`config.mk`:
```
export PLATFORM = sky130hd
export DESIGN_NAME = seq_detect_ctrl_flat
export DESIGN_NICKNAME = d
export VERILOG_FILES = /design/src/rtl/seq_detect_ctrl_pkg.sv /design/src/rtl/seq_detect_ctrl_if.sv /design/src/rtl/seq_detect_ctrl_core.sv /design/src/rtl/seq_detect_ctrl.sv /design/src/flat_wrapper.sv
export SDC_FILE = /design/constraint.sdc
export NUM_CORES = 1
export LEC_CHECK = 0
export ABC_AREA = 1
export CELL_PAD_IN_SITES_DETAIL_PLACEMENT = 1
export CELL_PAD_IN_SITES_GLOBAL_PLACEMENT = 1
export CORE_ASPECT_RATIO = 0.7
export CORE_UTILIZATION = 40
export DETAILED_ROUTE_END_ITERATION = 6
export GPL_TIMING_DRIVEN = 0
export MAX_ROUTING_LAYER = met4
export PLACE_DENSITY = 0.77
export SYNTH_ARGS = -nofsm -noshare
export SYNTH_HDL_FRONTEND = slang
export SYNTH_HIERARCHICAL = 1
export SYNTH_SLANG_ARGS = --single-unit
```
`constraint.sdc`:
```
create_clock -name clk -period 4.2 [get_ports clk]
set_clock_uncertainty 0.2 [all_clocks]
set_input_delay 0.84 -clock clk [delete_from_list [all_inputs] [get_ports clk]]
set_output_delay 0.84 -clock clk [all_outputs]
set_load 0.02 [all_outputs]
```
`src/rtl/seq_detect_ctrl_pkg.sv`:
```
`default_nettype none
// +--------------------------------------------------------------------+
// | seq_det_pkg : shared state encoding and default widths              |
// | Rev 1.0                                                             |
// +--------------------------------------------------------------------+
package seq_det_pkg;

  localparam int PAT_W_DEF = 8;
  localparam int WIN_W_DEF = 16;
  localparam int CNT_W_DEF = 8;

  typedef enum logic [1:0] {
    ST_IDLE   = 2'd0,
    ST_RUN    = 2'd1,
    ST_REPORT = 2'd2
  } state_t;

endpackage
`default_nettype wire

```
`src/rtl/seq_detect_ctrl_if.sv`:
```
`default_nettype none
// +--------------------------------------------------------------------+
// | seq_detect_ctrl_if : config, serial stream and result handshake     |
// | Rev 1.0                                                             |
// +--------------------------------------------------------------------+
interface seq_detect_ctrl_if
  import seq_det_pkg::*;
#(
  parameter int PAT_W = PAT_W_DEF,
  parameter int LEN_W = $clog2(PAT_W + 1),
  parameter int WIN_W = WIN_W_DEF,
  parameter int CNT_W = CNT_W_DEF
);
  logic [PAT_W-1:0] cfg_pattern;
  logic [LEN_W-1:0] cfg_len;
  logic [WIN_W-1:0] cfg_window;
  logic             start;
  logic             abort;
  logic             s_in;
  logic             s_valid;
  logic             busy;
  logic             cfg_err;
  logic             match_pulse;
  logic             res_valid;
  logic             res_ready;
  logic [CNT_W-1:0] res_count;
  logic             res_overflow;

  modport master (
    output cfg_pattern, cfg_len, cfg_window, start, abort, s_in, s_valid, res_ready,
    input  busy, cfg_err, match_pulse, res_valid, res_count, res_overflow
  );

  modport slave (
    input  cfg_pattern, cfg_len, cfg_window, start, abort, s_in, s_valid, res_ready,
    output busy, cfg_err, match_pulse, res_valid, res_count, res_overflow
  );
endinterface
`default_nettype wire

```
`src/rtl/seq_detect_ctrl_core.sv`:
```
`default_nettype none
// +--------------------------------------------------------------------+
// | seq_match_core : non-overlapping serial pattern matcher             |
// | Rev 1.0                                                             |
// +--------------------------------------------------------------------+
module seq_match_core
  import seq_det_pkg::*;
#(
  parameter int PAT_W = PAT_W_DEF,
  parameter int LEN_W = $clog2(PAT_W + 1)
) (
  input  logic             clk,
  input  logic             rst,
  input  logic             clr,
  input  logic             en,
  input  logic             bit_in,
  input  logic [PAT_W-1:0] pattern,
  input  logic [LEN_W-1:0] len,
  output logic             hit,
  output logic             match
);
  localparam logic [LEN_W-1:0] c_fill_max = LEN_W'(PAT_W);
  localparam logic [LEN_W-1:0] c_len_one  = LEN_W'(1);

  logic [PAT_W-1:0] shift_q, shift_d, mask;
  logic [LEN_W-1:0] fill_q, fill_d;
  logic [LEN_W:0]   fill_inc;
  logic             match_q;

  // hit is the same-cycle result so the parent can count on the sampling edge
  always_comb begin
    shift_d  = shift_q;
    fill_d   = fill_q;
    hit      = 1'b0;
    mask     = ~({PAT_W{1'b1}} << len);
    fill_inc = {1'b0, fill_q} + {1'b0, c_len_one};
    if (clr) begin
      shift_d = '0;
      fill_d  = '0;
    end else if (en) begin
      shift_d = (shift_q << 1) | PAT_W'(bit_in);
      hit     = (fill_inc >= {1'b0, len}) && ((shift_d & mask) == (pattern & mask));
      if (hit) begin
        fill_d = '0;
      end else if (fill_q != c_fill_max) begin
        fill_d = fill_inc[LEN_W-1:0];
      end
    end
  end

  always_ff @(posedge clk) begin
    if (rst) begin
      shift_q <= '0;
      fill_q  <= '0;
      match_q <= 1'b0;
    end else begin
      shift_q <= shift_d;
      fill_q  <= fill_d;
      match_q <= hit;
    end
  end

  assign match = match_q;

endmodule
`default_nettype wire

```
`src/rtl/seq_detect_ctrl.sv`:
```
`default_nettype none
// +--------------------------------------------------------------------+
// | seq_detect_ctrl : run controller around the serial match core       |
// | Rev 1.0                                                             |
// +--------------------------------------------------------------------+
module seq_detect_ctrl
  import seq_det_pkg::*;
#(
  parameter int PAT_W = PAT_W_DEF,
  parameter int LEN_W = $clog2(PAT_W + 1),
  parameter int WIN_W = WIN_W_DEF,
  parameter int CNT_W = CNT_W_DEF
) (
  input  logic              clk,
  input  logic              rst,
  seq_detect_ctrl_if.slave  bus
);
  localparam logic [LEN_W-1:0] c_len_max = LEN_W'(PAT_W);
  localparam logic [WIN_W-1:0] c_win_one = WIN_W'(1);
  localparam logic [CNT_W-1:0] c_cnt_one = CNT_W'(1);
  localparam logic [CNT_W-1:0] c_cnt_max = '1;

  state_t           state_q, state_d;
  logic [PAT_W-1:0] pat_q, pat_d;
  logic [LEN_W-1:0] len_q, len_d;
  logic [WIN_W-1:0] win_q, win_d;
  logic [WIN_W-1:0] bitcnt_q, bitcnt_d;
  logic [CNT_W-1:0] count_q, count_d;
  logic             ovf_q, ovf_d;
  logic             cfg_err_q, cfg_err_d;
  logic             cfg_ok, core_clr, core_en, core_hit, core_match;

  assign cfg_ok = (bus.cfg_len != '0) && (bus.cfg_len <= c_len_max) && (bus.cfg_window != '0);

  always_comb begin
    state_d   = state_q;
    pat_d     = pat_q;
    len_d     = len_q;
    win_d     = win_q;
    bitcnt_d  = bitcnt_q;
    count_d   = count_q;
    ovf_d     = ovf_q;
    cfg_err_d = 1'b0;
    core_clr  = 1'b0;
    core_en   = 1'b0;
    case (state_q)
      ST_IDLE: begin
        if (bus.start) begin
          if (cfg_ok) begin
            pat_d    = bus.cfg_pattern;
            len_d    = bus.cfg_len;
            win_d    = bus.cfg_window;
            bitcnt_d = '0;
            count_d  = '0;
            ovf_d    = 1'b0;
            core_clr = 1'b1;
            state_d  = ST_RUN;
          end else begin
            cfg_err_d = 1'b1;
          end
        end
      end
      ST_RUN: begin
        // abort wins even over a final bit arriving in the same cycle
        if (bus.abort) begin
          state_d = ST_IDLE;
        end else if (bus.s_valid) begin
          core_en  = 1'b1;
          bitcnt_d = bitcnt_q + c_win_one;
          if (core_hit) begin
            if (count_q == c_cnt_max) ovf_d = 1'b1;
            else                      count_d = count_q + c_cnt_one;
          end
          if (bitcnt_d == win_q) state_d = ST_REPORT;
        end
      end
      ST_REPORT: begin
        if (bus.abort || bus.res_ready) state_d = ST_IDLE;
      end
      default: state_d = ST_IDLE;
    endcase
  end

  always_ff @(posedge clk) begin
    if (rst) begin
      state_q   <= ST_IDLE;
      pat_q     <= '0;
      len_q     <= '0;
      win_q     <= '0;
      bitcnt_q  <= '0;
      count_q   <= '0;
      ovf_q     <= 1'b0;
      cfg_err_q <= 1'b0;
    end else begin
      state_q   <= state_d;
      pat_q     <= pat_d;
      len_q     <= len_d;
      win_q     <= win_d;
      bitcnt_q  <= bitcnt_d;
      count_q   <= count_d;
      ovf_q     <= ovf_d;
      cfg_err_q <= cfg_err_d;
    end
  end

  seq_match_core #(
    .PAT_W (PAT_W),
    .LEN_W (LEN_W)
  ) u_core (
    .clk     (clk),
    .rst     (rst),
    .clr     (core_clr),
    .en      (core_en),
    .bit_in  (bus.s_in),
    .pattern (pat_q),
    .len     (len_q),
    .hit     (core_hit),
    .match   (core_match)
  );

  assign bus.busy         = (state_q != ST_IDLE);
  assign bus.res_valid    = (state_q == ST_REPORT);
  assign bus.res_count    = count_q;
  assign bus.res_overflow = ovf_q;
  assign bus.cfg_err      = cfg_err_q;
  assign bus.match_pulse  = core_match;

endmodule
`default_nettype wire

```
`src/flat_wrapper.sv`:
```
// flat-port wrapper written by rule: the top's interface ports become plain ports
module seq_detect_ctrl_flat import seq_det_pkg::*;
#(
  parameter int PAT_W = PAT_W_DEF,
  parameter int LEN_W = $clog2(PAT_W + 1),
  parameter int WIN_W = WIN_W_DEF,
  parameter int CNT_W = CNT_W_DEF
)
  (clk, rst, bus_cfg_pattern, bus_cfg_len, bus_cfg_window, bus_start, bus_abort, bus_s_in, bus_s_valid, bus_res_ready, bus_busy, bus_cfg_err, bus_match_pulse, bus_res_valid, bus_res_count, bus_res_overflow);
  seq_detect_ctrl_if #(.PAT_W(PAT_W), .LEN_W(LEN_W), .WIN_W(WIN_W), .CNT_W(CNT_W)) bus_i ();
  input  logic clk;
  input  logic rst;
  input wire logic [$bits(bus_i.cfg_pattern)-1:0] bus_cfg_pattern;
  input wire logic [$bits(bus_i.cfg_len)-1:0] bus_cfg_len;
  input wire logic [$bits(bus_i.cfg_window)-1:0] bus_cfg_window;
  input wire logic [$bits(bus_i.start)-1:0] bus_start;
  input wire logic [$bits(bus_i.abort)-1:0] bus_abort;
  input wire logic [$bits(bus_i.s_in)-1:0] bus_s_in;
  input wire logic [$bits(bus_i.s_valid)-1:0] bus_s_valid;
  input wire logic [$bits(bus_i.res_ready)-1:0] bus_res_ready;
  output wire logic [$bits(bus_i.busy)-1:0] bus_busy;
  output wire logic [$bits(bus_i.cfg_err)-1:0] bus_cfg_err;
  output wire logic [$bits(bus_i.match_pulse)-1:0] bus_match_pulse;
  output wire logic [$bits(bus_i.res_valid)-1:0] bus_res_valid;
  output wire logic [$bits(bus_i.res_count)-1:0] bus_res_count;
  output wire logic [$bits(bus_i.res_overflow)-1:0] bus_res_overflow;
  assign bus_i.cfg_pattern = bus_cfg_pattern;
  assign bus_i.cfg_len = bus_cfg_len;
  assign bus_i.cfg_window = bus_cfg_window;
  assign bus_i.start = bus_start;
  assign bus_i.abort = bus_abort;
  assign bus_i.s_in = bus_s_in;
  assign bus_i.s_valid = bus_s_valid;
  assign bus_i.res_ready = bus_res_ready;
  assign bus_busy = bus_i.busy;
  assign bus_cfg_err = bus_i.cfg_err;
  assign bus_match_pulse = bus_i.match_pulse;
  assign bus_res_valid = bus_i.res_valid;
  assign bus_res_count = bus_i.res_count;
  assign bus_res_overflow = bus_i.res_overflow;
  seq_detect_ctrl #(.PAT_W(PAT_W), .LEN_W(LEN_W), .WIN_W(WIN_W), .CNT_W(CNT_W)) u_core (.clk(clk), .rst(rst), .bus(bus_i));
endmodule
```
Yosys cells after proc, flatten, opt, wreduce, memory -nomap -nowiden
Index checks and enable logic that the tools add are counted.
Widths: inputs -> output; s select.
{ "op_classes": {"n_addsub": 3, "magnitude_cmp": 2, "eq_ne": 16, "shifts": 1, "muxes": 37, "bitwise": 6, "n_reduce_logical": 18} }
{ "op_table": {"columns": ["cell", "n"], "rows": [
  ["$mux 16", 4],
  ["$mux 8", 6],
  ["$pmux 16 s2", 1],
  ["$add 16x1->16 const B", 1],
  ["$and 8x8->8", 2],
  ["$eq 16x16->1", 1],
  ["$pmux 8 s2", 1],
  ["$reduce_bool 16->1", 1],
  ["$mux 1", 15],
  ["$reduce_and 7->1", 2],
  ["$mux 2", 6],
  ["$reduce_and 5->1", 2],
  ["$add 8x1->8 const B", 1],
  ["$eq 8x8->1", 1],
  ["$eq 8x8->1 const B", 1],
  ["$mux 4", 2],
  ["$ne 2x1->1 const B", 4],
  ["$ne 2x2->1 const B", 4],
  ["$not 8->8", 1],
  ["$or 8x1->8", 1],
  ["$shl 8x4->8 const A", 1],
  ["$pmux 2 s3", 1],
  ["$reduce_bool 2->1", 3],
  ["$add 4x1->5 const B", 1],
  ["other kinds (17)", 20]
]} }
{ "word_totals": {"register_bits": 68, "in_bits": 35, "wordCells": 94} }

Depth between registers and ports, before layout
Gate-level depths: netlist of run 1.
{ "logic_depth": {"depth_word": 11, "depth_mapped": 15} }

Hierarchy
The synthesis of run 1 kept the hierarchy.
{ "by_module_without_submodules": {"columns": ["mod", "instances", "cells_per_inst", "area_per_inst_um2", "seq_area_each_um2"], "rows": [
  ["seq_detect_ctrl", 1, 454, 3101.7, 1121.1],
  ["seq_match_core", 1, 140, 905.9, 240.2]
]} }

Least setup slack after synthesis of run 1
No wires, ideal clock.
{ "synth_path": {"path_kind": "input to register", "from": "in bus_cfg_len[0]", "to": "reg u_core.count_q[4] (netlist: u_core/bus.res_count[4])", "arrival_time_ns": 2.331, "t_required_ns": 3.879, "path_slack_ns": 1.549, "stages": 13, "path_buffers": 1, "cell_sequence": "nor2_1 nand2_1 xor2_1 nand2_1 nor2_1 buf_2 nor2_1 a21oi_1 nor2_4 inv_2 nor2_2 a21oi_1 nor3_2"} }
{ "synth_between": {"elab_chain_len": 9, "elab_cells_between_ends": 11, "classes_between": "order compare (1); eq/ne (2); mux (4); reduce/logical (4)"} }
{ "synth_rtl": {"columns": ["element", "line_no", "text"], "rows": [
  ["from (decl)", "flat_wrapper.sv:14", "input wire logic [$bits(bus_i.cfg_len)-1:0] bus_cfg_len;"],
  ["$le 4x4->1 or $reduce_bool 4->1 (tied branches)", "seq_detect_ctrl.sv:33", "assign cfg_ok = (bus.cfg_len != '0) && (bus.cfg_len <= c_len_max) && (bus.cfg_window != '0);"],
  ["$logic_and 1x1->1 * (2 in series)", "seq_detect_ctrl.sv:33", null],
  ["$mux 1 *", "seq_detect_ctrl.sv:49", "if (cfg_ok) begin"],
  ["$mux 1 *", "seq_detect_ctrl.sv:48", "if (bus.start) begin"],
  ["$mux 1 *", "seq_detect_ctrl.sv:46", "case (state_q)"],
  ["via u_core.core_clr", "seq_detect_ctrl.sv:31", "logic cfg_ok, core_clr, core_en, core_hit, core_match;"],
  ["$mux 1 *", "seq_detect_ctrl_core.sv:37", "if (clr) begin"],
  ["via u_core.core_hit", "seq_detect_ctrl.sv:31", null],
  ["$ne 2x1->1 (no line) *", null, null],
  ["$reduce_and 7->1 (no line) *", null, null],
  ["to (signal assigned)", "seq_detect_ctrl.sv:100", "count_q <= count_d;"],
  ["to (decl)", "seq_detect_ctrl.sv:28", "logic [CNT_W-1:0] count_q, count_d;"]
]} }
Mark *: on every way through the listed nets, which the timed path passes. The rest lies on a longest branch.
A chain may end at the register's enable or synchronous reset.

Final worst setup path of run 1
Ends and elaborated chain as after synthesis.

==> results of run 1 <==
## sequential cells by signal, summed over array words and instances, names as in the netlist
name	flops
u_core/win_q	16
u_core/bitcnt_q	16
u_core/state_q	2
u_core/len_q	4
u_core/bus.res_count	8
u_core/u_core/match	1
u_core/bus.cfg_err	1
u_core/pat_q	8
u_core/u_core/shift_q	7
u_core/bus.res_overflow	1
u_core/u_core/fill_q	4
## through the flow
| step | setup slack [ns] | hold slack, ns | std cells | power (mW) |
|---|---|---|---|---|
| finish | 0.825 | 0.267 | 785 | 1.78 |
| detailed placement | 0.512 | 0.253 | 769 | 1.09 |
| floorplan | 1.55 | 0.244 | 594 | 0.956 |
| CTS | 0.839 | 0.262 | 785 | 1.79 |
| global route | 0.621 | 0.287 | 785 | 1.87 |
| global placement | 0.584 | 0.251 | 769 | 1.07 |
## routing by layer
metal,up-vias,share of wire (%),GRT usage [%]
li1,2046,-,-
met1,1944,50,37.6
met2,82,43,40.9
met3,19,5.0,5.25
met4,0,1.8,8.42
met5,-,0,-
## cells by family after synthesis
logic type / share of synthesized area, %
adders and majority gates: 2.50
buffers and inverters: 9.09
DFF: 34.0
and+or+nand+nor: 36.6
xor gates and xnor gates: 3.68
AOI/OAI and AO/OA: 14.1
## layout make-up
class | count | area share (%)
buffer | 15 | 1.43
clock buffer | 11 | 4.95
clock inverter | 5 | 0.561
inverter | 77 | 5.99
multi-input combinational | 434 | 46.5
sequential | 68 | 27.7
tap | 128 | 3.26
timing repair buffer | 47 | 9.58
## cells in the final DEF (no fill, tap or decap), types with 2 or more instances in the layout
cell type / instances
a211oi_1: 16
a21oi_1: 41
buf_2: 5
buf_4: 2
clkbuf_1: 8
clkbuf_16: 9
clkdlybuf4s50_1: 47
clkinv_2: 4
dfxtp_1: 68
ha_1: 8
inv_1: 69
inv_2: 6
nand2_1: 130
nand2_2: 10
nand3_1: 49
nand3_2: 5
nand4_1: 8
nand4_4: 2
nor2_1: 84
nor2_2: 5
nor2_4: 7
nor3_1: 2
nor3_2: 3
o21ai_0: 37
o21bai_1: 2
or2_1: 2
xnor3_1: 2
xor2_1: 8
## critical path: stages
cell	delay, ns
clkdlybuf4s50_1	0.44
nor2_1	0.14
nand2_1	0.08
xor2_1	0.13
nand2_1	0.12
nor2_1	0.46
buf_2	0.37
nor2_1	0.11
a21oi_1	0.26
nor2_4	0.11
inv_2	0.10
nor2_2	0.04
a21oi_1	0.15
nor3_2	0.05
## report_power, final
group	leakage, nW	switching, mW	internal, mW
registers	0.556	0.0427	0.687
logic	1.41	0.213	0.134
clock network	0.135	0.287	0.411
## final timing paths
check | endpoint | slack [ns] | cells past startpoint
setup / recovery | u_core/bus.res_count[4] | 0.83 | 14
setup reg to reg | u_core/bus.res_count[5] | 1.30 | 14
hold reg to reg | u_core/bus.res_overflow | 0.27 | 2
hold / removal | u_core/bus.res_overflow | 0.27 | 2
==> impl_metrics.toml, run 1 <==
[grt]
antenna_found_initial = 0
grt.overflow.total = 0
grtUsageTotal_pct = 27.5
grt_max_degree = 12
grt_pass1_vias = 4182
grt_pass1_wl_um = 21100

[floorplan]
rows = 30
core_area_um2 = 9720
start_util_pct = 41.2
fp.dieW_um = 122
dieArea_um2 = 10400
io_pins = 48
die_h_um = 85.7

[sta]
fin_crit_ns = 3.37
fmax_mhz = 296
tightestPinTransition_ns = 0.634
fin_crit_sh_pct = 80.3
maxSlewViolCount = 0
rsz0062_at_grt = "no"
relSlewSlack_pct = 57.7
setup_viol = 0
timing.setup.tns_ns = 0
hold_violations = 0

[yosys]
synth_largest_area_cell = "dfxtp_1"
yosysWarnings = 6
synthFlopType = "dfxtp_1"
synth-seq-area-share_pct = 34.0
synth.distinct_cells = 41
ys_seq_elements = 68
syn_inst = 594
synth_most_common_cell = "nand2_1"
synthArstFlopShare_pct = 0
postSynthAreaPerCell_um2 = 6.75
synthDominantCellAreaShare_pct = 34.0
synth_area_um2 = 4010
synth.net_count = 637
synth_area_leaders = "dfxtp_1 34%, nand2_1 12%, nor2_1 7.9%"
synth_edf_count = 0
synthTopCellsByCount = "130 x nand2_1, 84 x nor2_1, 69 x inv_1"

[place]
post-dp-hpwl_um = 10200
port_buffers = 47
globalplace.congestion = 0.873
placed_area_um2 = 4640

[setup_path]
crit_path_max_fanout = 11
worstPathRequired_ns = 4.22
start_kind = "input port"
timing.critical_path.from = "bus_cfg_len[0]"
crit_arrival_ns = 3.39
crit_type = "input port to flip-flop"
worst_setup_path_end_kind = "flip-flop"
worstReg2RegStart = "u_core/u_core/fill_q[2]"

[routing]
vias = 4091
finalWirelength_um = 12900
drtPass1Iterations = 4
route.detailed.drc = 0
via_per_inst = 5.21
detail_route.iter0.violations = 202
ant_nets = 0
wl_per_cell_um = 16.5

[min_path]
min_from = "u_core/bus.res_overflow"
hold_class = "flip-flop to flip-flop"

[power]
ir_drop_uv = 232
total_leakage_power_nw = 2.10
p_per_area_nw_per_um2 = 362

[clock_tree]
hold_buffers = 0
clk_latency_ns = 0.34
htreeDepth = 3
tritoncts = "built"
path_clk_slew_ns = 0.06
root_buffer = "clkbuf_16"
clk_path_buf_depth = 2
cts_setup_buffers = 0
cts_buffers = 9
numClockSinks = 68
cts_resized = 0

[flow_run]
max_cap_viol_count = 0

[finish]
final_core_util_pct = 50.5
nFillCells = 1298
fin_area_um2 = 4910
multi_input_area_um2 = 2280
seq_area_um2 = 1360
nNetsFinal = 695
antenna_cells = 0
drive_gt1_share_pct = 10.0
area_growth_pct = 22.5

[status]
status = "completed"
(Power assumes the default switching activity.)
==> run 2, diff against run 1 <==
Settings changed: CORE_UTILIZATION 40 to 36, PLACE_DENSITY 0.77 to 0.73.
Clock period 4.2 ns to 3.1 ns, I/O delays scaled along.
==> impl_metrics.toml, run 2 (same netlist as run 1, synthesis figures left out) <==
[status]
status = "completed"

[grt]
grt_pass1_vias = 4183
grt_pass1_wl_um = 21100
antenna_found_initial = 0
grt.overflow.total = 0
grt_max_degree = 13
grtUsageTotal_pct = 24.6

[sta]
layout_setup_ws_ns = 0.148
hold_violations = 0
fin_crit_ns = 2.95
tightestPinTransition_ns = 0.626
fmax_mhz = 339
setup_viol = 0
relSlewSlack_pct = 58.2
maxSlewViolCount = 0
timing.setup.tns_ns = 0
fin_crit_sh_pct = 95.2
rsz0062_at_grt = "no"

[finish]
reg_top3 = "u_core/bitcnt_q: 16 flops, u_core/win_q: 16 flops"
drive_gt1_share_pct = 10.8
final_core_util_pct = 47.6
area_growth_pct = 25.9
layout_commonest_cell = "nand2_1"
antenna_cells = 0
layout_common_cells = "130 x nand2_1, 82 x nor2_1, 69 x inv_1"
nNetsFinal = 697

[power]
power_frac_seq_pct = 36.8
clockPowerShare_pct = 45.5
switching_share_pct = 28.2
total_leakage_power_nw = 2.14
internal_power_mw = 1.93
p_per_area_nw_per_um2 = 532
ir_drop_uv = 272
p_sw_uw = 757
combPwrFrac_pct = 17.7
p_total_mw = 2.69

[routing]
detail_route.iter0.violations = 204
via_per_inst = 5.09
vias = 4108
drtPass1Iterations = 4
route.detailed.drc = 0
wl_per_cell_um = 16.3
ant_nets = 0
finalWirelength_um = 13100

[clock_tree]
path_clk_slew_ns = 0.06
clk_latency_ns = 0.34
htreeDepth = 3
root_buffer = "clkbuf_16"
tritoncts = "built"
numClockSinks = 68
clk_path_buf_depth = 2
cts_buffers = 9
hold_buffers = 0

[setup_path]
crit_path_max_fanout = 11
worst_setup_path_end_kind = "flip-flop"
crit_type = "input port to flip-flop"
worstPathRequired_ns = 3.12
start_kind = "input port"
crit_arrival_ns = 2.97

[place]
globalplace.congestion = 0.835
place_ws_ns = -0.349
port_buffers = 47
post-dp-hpwl_um = 10100

[min_path]
hold_class = "flip-flop to flip-flop"

[floorplan]
start_util_pct = 37.8
fp.dieW_um = 128
core_area_um2 = 10600
rows = 31
io_pins = 48
dieArea_um2 = 11600
die_h_um = 90.3

[flow_run]
max_cap_viol_count = 0
## run 2: cell count changes in the layout (fill, tap and decap cells not counted), sizes merged
cell / delta
clkinvlp: -1
buf: +2
clkinv: -3
inv: +1
bufinv: +3
## run 2: critical path, cell delays in order
cell	delay, ns
clkdlybuf4s50_1	0.45
nor2_1	0.20
nand2_1	0.08
nor2_1	0.21
nand2_1	0.10
nand2_1	0.17
nor2_4	0.08
buf_2	0.21
nor2_1	0.16
a21oi_1	0.12
nor2_4	0.19
nand2_1	0.15
nor3_2	0.15
nor3_2	0.06
## run 2: path summary, 6_finish.rpt
kind / startpoint / to / slack, ns / cells after the start
setup / recovery: bus_cfg_window[7] / u_core/bus.res_count[5] / 0.15 / 14
hold / removal: u_core/bus.res_overflow / u_core/bus.res_overflow / 0.25 / 2
setup reg to reg: u_core/u_core/fill_q[0] / u_core/bus.res_count[5] / 0.29 / 14
hold reg to reg: u_core/bus.res_overflow / u_core/bus.res_overflow / 0.25 / 2
## run 2: metal layers
metal / track usage [%] / share of wire (%) / up-vias
met4: 6.18 / 1.3 / 0
met3: 4.74 / 4.3 / 17
met2: 37.1 / 44 / 88
met5: - / 0 / -
li1: - / - / 2044
met1: 33.7 / 50 / 1959
## run 2: metrics by stage
| step | hold slack, ns | area, µm² | cells |
|---|---|---|---|
| after global placement | 0.246 | 4660 | 789 |
| final | 0.255 | 5040 | 807 |
| after CTS | 0.262 | 5010 | 805 |
| after global routing | 0.284 | 5040 | 807 |
| after detailed placement | 0.250 | 4660 | 789 |
| after floorplan | 0.244 | 4010 | 594 |
## run 2: area by class of cell
cell class	count	area (µm²)
timing repair buffer	49	485
sequential	68	1360
multi-input combinational	434	2300
fill	1394	5550
clock inverter	5	108
clock buffer	11	243
buffer	15	70.1
tap	148	185
inverter	77	294
## run 2: power by group through the flow
stage / registers [mW] / clock network (mW) / logic, mW
floorplan: 0.991 / 0 / 0.303
global placement: 1.00 / 0 / 0.448
detailed placement: 1.00 / 0 / 0.464
CTS: 0.987 / 1.25 / 0.470
global route: 0.996 / 1.28 / 0.531
finish: 0.988 / 1.22 / 0.477
## run 2: what timing repair did
action | CTS | global route
setup endpoints to repair | 0 | 16
buffers inserted | 0 | 2
resized for setup | 0 | 4
hold endpoints to repair | 0 | 0
==> run 3, diff against run 2 <==
Settings changed: TNS_END_PERCENT from default to 5.
==> impl_metrics.toml, run 3 (same netlist as run 1, synthesis figures left out) <==
[status]
status = "completed"

[setup_path]
reg2reg_depth = 14
crit_path_max_fanout = 11
critical-path-top-delay-family = "simple AND/OR/NAND/NOR gates"
cp-endpoint = "u_core/bus.res_count[5]"
slowest_delay_ns = 0.45
timing.critical_path.from = "bus_cfg_window[7]"
crit_type = "input port to flip-flop"
worst-path-stages = 14
crit_arrival_ns = 2.98
worstPathRequired_ns = 3.12
cp_num_buf_inv = 2
worst_setup_path_end_kind = "flip-flop"
worstReg2RegStart = "u_core/u_core/fill_q[0]"
crit_path_top_delay_cell = "clkdlybuf4s50_1"
cp_cell_sequence = "clkdlybuf4s50_1 -> nor2_1 -> nand2_1 -> nor2_1 -> nand2_1 -> nand2_1 -> nor2_4 -> buf_2 -> nor2_1 -> a21oi_1 -> nor2_4 -> nand2_1 -> nor3_2 -> nor3_2"
start_kind = "input port"
reg2reg_setup_slack_ns = 0.28
r2r_end = "u_core/bus.res_count[5]"
crit_path_frequent_cell = "nand2_1"

[finish]
fin_cells = 808
layout_common_cells = "130 x nand2_1, 82 x nor2_1, 69 x inv_1"
layout_commonest_cell = "nand2_1"
area_growth_pct = 25.8
drive_gt1_share_pct = 10.6
reg_top3 = "u_core/bitcnt_q: 16 flops, u_core/win_q: 16 flops"
nNetsFinal = 697

[sta]
hold_violations = 0
holdWs_ns = 0.255
fmax_mhz = 337
rsz0062_at_grt = "yes"
maxSlewViolCount = 0
setup_viol = 0
fin_crit_sh_pct = 95.6
tightestPinTransition_ns = 0.640
relSlewSlack_pct = 57.3
fin_crit_ns = 2.96

[routing]
route.detailed.drc = 0
wl_per_cell_um = 16.3
drtPass1Iterations = 4
vias = 4135
detail_route.iter0.violations = 221
finalWirelength_um = 13100
via_per_inst = 5.12
ant_nets = 0

[place]
placed_cells = 789
post-dp-hpwl_um = 10100
globalplace.congestion = 0.835
port_buffers = 47

[floorplan]
start_util_pct = 37.8
fp.dieW_um = 128
dieArea_um2 = 11600
io_pins = 48
core_area_um2 = 10600
rows = 31
die_h_um = 90.3

[clock_tree]
hold_buffers = 0
clk_path_buf_depth = 2
path_clk_slew_ns = 0.06
tritoncts = "built"
htreeDepth = 3
clk_latency_ns = 0.34
root_buffer = "clkbuf_16"
cts_buffers = 9
numClockSinks = 68

[grt]
grt_most_used_layer = "met2"
antenna_found_initial = 0
grtUsageTotal_pct = 24.6
grt_pass1_vias = 4183
grt.overflow.total = 0
use_met1_pct = 33.7
grtUsageMet3_pct = 4.74
grt_pass1_wl_um = 21100
grt_max_degree = 13
met2_usage_pct = 37.1

[power]
p_per_area_nw_per_um2 = 532
total_leakage_power_nw = 2.14
ir_drop_uv = 269

[flow_run]
max_cap_viol_count = 0

[min_path]
hold_class = "flip-flop to flip-flop"
[run 3: cell types whose count changed in the layout (fill, tap and decap cells not counted), sizes merged]
cell / delta
diode: +1
[run 3: power by group]
part	switching (mW)	leakage (nW)	internal, mW
combinational	0.291	1.42	0.186
sequential	0.0570	0.556	0.931
clock	0.407	0.170	0.813
[run 3: repair_timing]
item | 4_1_cts | 5_1_grt
hold endpoints to repair | 0 | 0
gates resized for setup | 0 | 3
setup buffers | 0 | 2
endpoints found under the setup margin | 0 | 16
[run 3: how the worst min path moves through the flow]
stage                     cells after the start                      end               startpoint
after floorplan                               2          u_core/win_q[1]          u_core/win_q[1]
after global placement                        2  u_core/bus.res_overflow  u_core/bus.res_overflow
after detailed placement                      2  u_core/bus.res_overflow  u_core/bus.res_overflow
after CTS                                     2  u_core/bus.res_overflow  u_core/bus.res_overflow
after global routing                          2  u_core/bus.res_overflow  u_core/bus.res_overflow
final                                         2  u_core/bus.res_overflow  u_core/bus.res_overflow
[run 3: cell type report]
cell class              instances  area (µm²)
diodes                          1        2.50
flip-flops and latches         68        1360
repair buffers                 49         485
inverters                      77         294
multi-input cells             434        2290
plain buffers                  15        70.1
fillers                      1394        5550
well taps                     148         185
clock inverters                 5         108
clock buffers                  11         243
[run 3: stage by stage]
step / setup TNS, ns / power, mW / setup WS, ns / area (µm²) / utilization [%]
5_1_grt: -0.0120 / 2.80 / -0.0120 / 5040 / 47.6
3_3_place_gp: -3.32 / 1.45 / -0.295 / 4660 / 44.0
2_1_floorplan: 0 / 1.29 / 0.624 / 4010 / -
6_report: 0 / 2.68 / 0.135 / 5040 / 47.6
3_5_place_dp: -4.01 / 1.47 / -0.349 / 4660 / 44.0
4_1_cts: 0 / 2.70 / 0.00787 / 5010 / 47.3
[run 3: layer usage]
metal | routed length (µm) | vias to the layer above
li1 | - | 2044
met1 | 6520 | 1983
met2 | 5890 | 97
met3 | 603 | 11
met4 | 119 | 0
met5 | 0 | -
[run 3: worst min-delay path: stages, from the launching register on]
cell and delay (ns):
dfxtp_1 0.31, inv_1 0.05, a21oi_1 0.05
==> patch: new RTL, flow settings as in run 3 <==
Take the reset off `shift_q` and load it in a clocked block of its own.
--- a/src/rtl/seq_detect_ctrl_core.sv
+++ b/src/rtl/seq_detect_ctrl_core.sv
@@ -52,3 +52,2 @@
     if (rst) begin
-      shift_q <= '0;
       fill_q  <= '0;
@@ -56,3 +55,2 @@
     end else begin
-      shift_q <= shift_d;
       fill_q  <= fill_d;
@@ -60,2 +58,6 @@
     end
+  end
+
+  always_ff @(posedge clk) begin
+    shift_q <= shift_d;
   end
Formal check against the unedited RTL: no difference found for any inputs over 4 cycles, from zero or initial values and one cycle with rst high; that may be too few to reach the edited logic, so the function may still have changed.
==> patch against run 3 <==
Via count fell by 0.89%. Count of clock-buffer cells in the layout did not move. Wire length fell by 2.8%. Sequential cell count did not move. Utilization barely moved. Power fell by 1.4%. Setup slack improved by 24 ps. Hold slack improved by 5.2 ps. Area after synthesis rose by 0.75%. Die area rose by 0.74%. Largest cell class unchanged. Design area rose by 0.30%.
==> patch: results (changes against run 3) <==
\begin{tabular}{lr}
\hline
Metric & Value \\
\hline
\multicolumn{2}{l}{\textbf{Worst setup path}} \\
\quad Crit Path Max Fanout & 18 (+7) \\
\quad Family with the most delay on the worst path & simple AND/OR/NAND/NOR gates \\
\quad Slowest cell on the critical path & sky130\_fd\_sc\_hd\_\_clkdlybuf4s50\_1 \\
\quad Reg2Reg Depth & 15 (+1) \\
\quad Arrival time of the worst setup path & 3010 ps (+30 ps) \\
\multicolumn{2}{l}{\textbf{STA}} \\
\quad Relative slew slack & 56.0\% (-1.4 points) \\
\quad Final hold viol count & 0 (unchanged) \\
\multicolumn{2}{l}{\textbf{Synth}} \\
\quad Net Count, Synth & 638 (+0.16\%) \\
\quad Sequential share of the synthesized area & 33.7\% (-0.25 points) \\
\quad Synth top area cells & sky130\_fd\_sc\_hd\_\_dfxtp\_1 (34\%), sky130\_fd\_sc\_hd\_\_nand2\_1 (12\%), sky130\_fd\_sc\_hd\_\_nor2\_1 (8.3\%) \\
\quad Count of unique library cells instantiated by Yosys & 43 (+4.9\%) \\
\quad Mean Syn Cell Area & 6.79 um2 (+0.58\%) \\
\multicolumn{2}{l}{\textbf{Placement}} \\
\quad RD Place Congestion & 0.864 (+3.4\%) \\
\quad Placed Instances & 790 (+0.13\%) \\
\quad Pre-CTS setup slack & -872 ps (-523 ps) \\
\multicolumn{2}{l}{\textbf{Cells and area}} \\
\quad Share of post-route cells with drive strength above 1 & 11.6\% (+0.93 points) \\
\quad Total Nets Final & 696 (-0.14\%) \\
\quad Filler cell count & 1376 (-1.3\%) \\
\multicolumn{2}{l}{\textbf{GRT}} \\
\quad Global-route wire length before repair & 21000 um (-0.69\%) \\
\quad Pin count of the biggest net entering global routing & 19 (+6) \\
\quad Via count of the first global-routing pass & 4211 (+0.67\%) \\
\quad GRT Resource Usage Total & 24.2\% (-0.45 points) \\
\multicolumn{2}{l}{\textbf{Power}} \\
\quad Highest ir drop seen on vdd & 0.264 mV (-1.8\%) \\
\quad Static Leakage & 0.00213 uW (-0.58\%) \\
\multicolumn{2}{l}{\textbf{Drt}} \\
\quad Vias after detailed routing & 4098 (-0.89\%) \\
\quad Initial DRC count & 193 (-13\%) \\
\quad Routed wire length & 12800 um (-2.8\%) \\
\multicolumn{2}{l}{\textbf{Outcome}} \\
\quad Outcome & finished clean \\
\hline
\end{tabular}
patch: cell families after synthesis:
logic type | after synthesis | share of synthesized area (%)
compound gates | 96 | 13.7
xor+xnor | 12 | 3.66
fa+ha+maj | 8 | 2.48
buf+inv | 93 | 9.11
flops | 68 | 33.7
simple gates | 318 | 37.3
patch: through the flow:
| stage | hold slack [ps] | cell area (um2) | utilization [%] | TNS [ps] | total power (uW) |
|---|---|---|---|---|---|
| 3_5_place_dp | 256 | 4690 | 44.2 | -11080 | 1500 |
| 5_1_grt | 301 | 5060 | 47.6 | 0 | 2770 |
| 3_3_place_gp | 244 | 4690 | 44.2 | -9920 | 1480 |
| 2_1_floorplan | 244 | 4040 | - | 0 | 1330 |
| 6_report | 260 | 5060 | 47.6 | 0 | 2650 |
| 4_1_cts | 265 | 5030 | 47.4 | 0 | 2660 |
patch: layout make-up:
cell class,instances,area (um2),share of cell area (%)
buffer,15,72.6,1.44
clock buffer,11,253,5.00
clock inverter,5,83.8,1.66
inverter,77,294,5.82
multi-input combinational,435,2340,46.2
sequential,68,1360,26.9
tap,148,185,3.66
timing repair buffer,47,470,9.30
patch: worst max path at each step:
stage | slack [ps] | from | cells past startpoint | end
2_1_floorplan | 380 | bus_cfg_len[0] | 14 | u_core/bus.res_count[4]
3_3_place_gp | -830 | bus_cfg_window[7] | 16 | u_core/bus.res_count[4]
3_5_place_dp | -870 | bus_cfg_window[15] | 16 | u_core/bus.res_count[4]
4_1_cts | 40 | bus_cfg_window[15] | 15 | u_core/bus.res_count[4]
5_1_grt | 5 | bus_cfg_window[7] | 14 | u_core/bus.res_count[4]
6_report | 160 | bus_cfg_window[15] | 15 | u_core/bus.res_count[4]
patch: worst min-delay path: stages, from the launching register on:
cell	delay, ps
sky130_fd_sc_hd__dfxtp_1	310
sky130_fd_sc_hd__inv_1	50
sky130_fd_sc_hd__a21oi_1	60
patch: timing repair:
item | in CTS | in global routing
pin swaps | 0 | 1
endpoints found under the setup margin | 9 | 8
gates cloned | 0 | 1
gates resized for setup | 3 | 5
patch: where the power goes:
part,switching (uW),internal [uW]
registers,62.2,938
logic,300,193
clock network,403,749
total,766,1880
patch: metal layers:
layer  up-vias  share of wire, %  global-route usage (%)
met4         0               1.0                    6.08
met2        72                44                    37.0
met3        11               4.3                    3.79
met5         -                 0                       -
met1      1956                51                    33.0
li1       2059                 -                       -
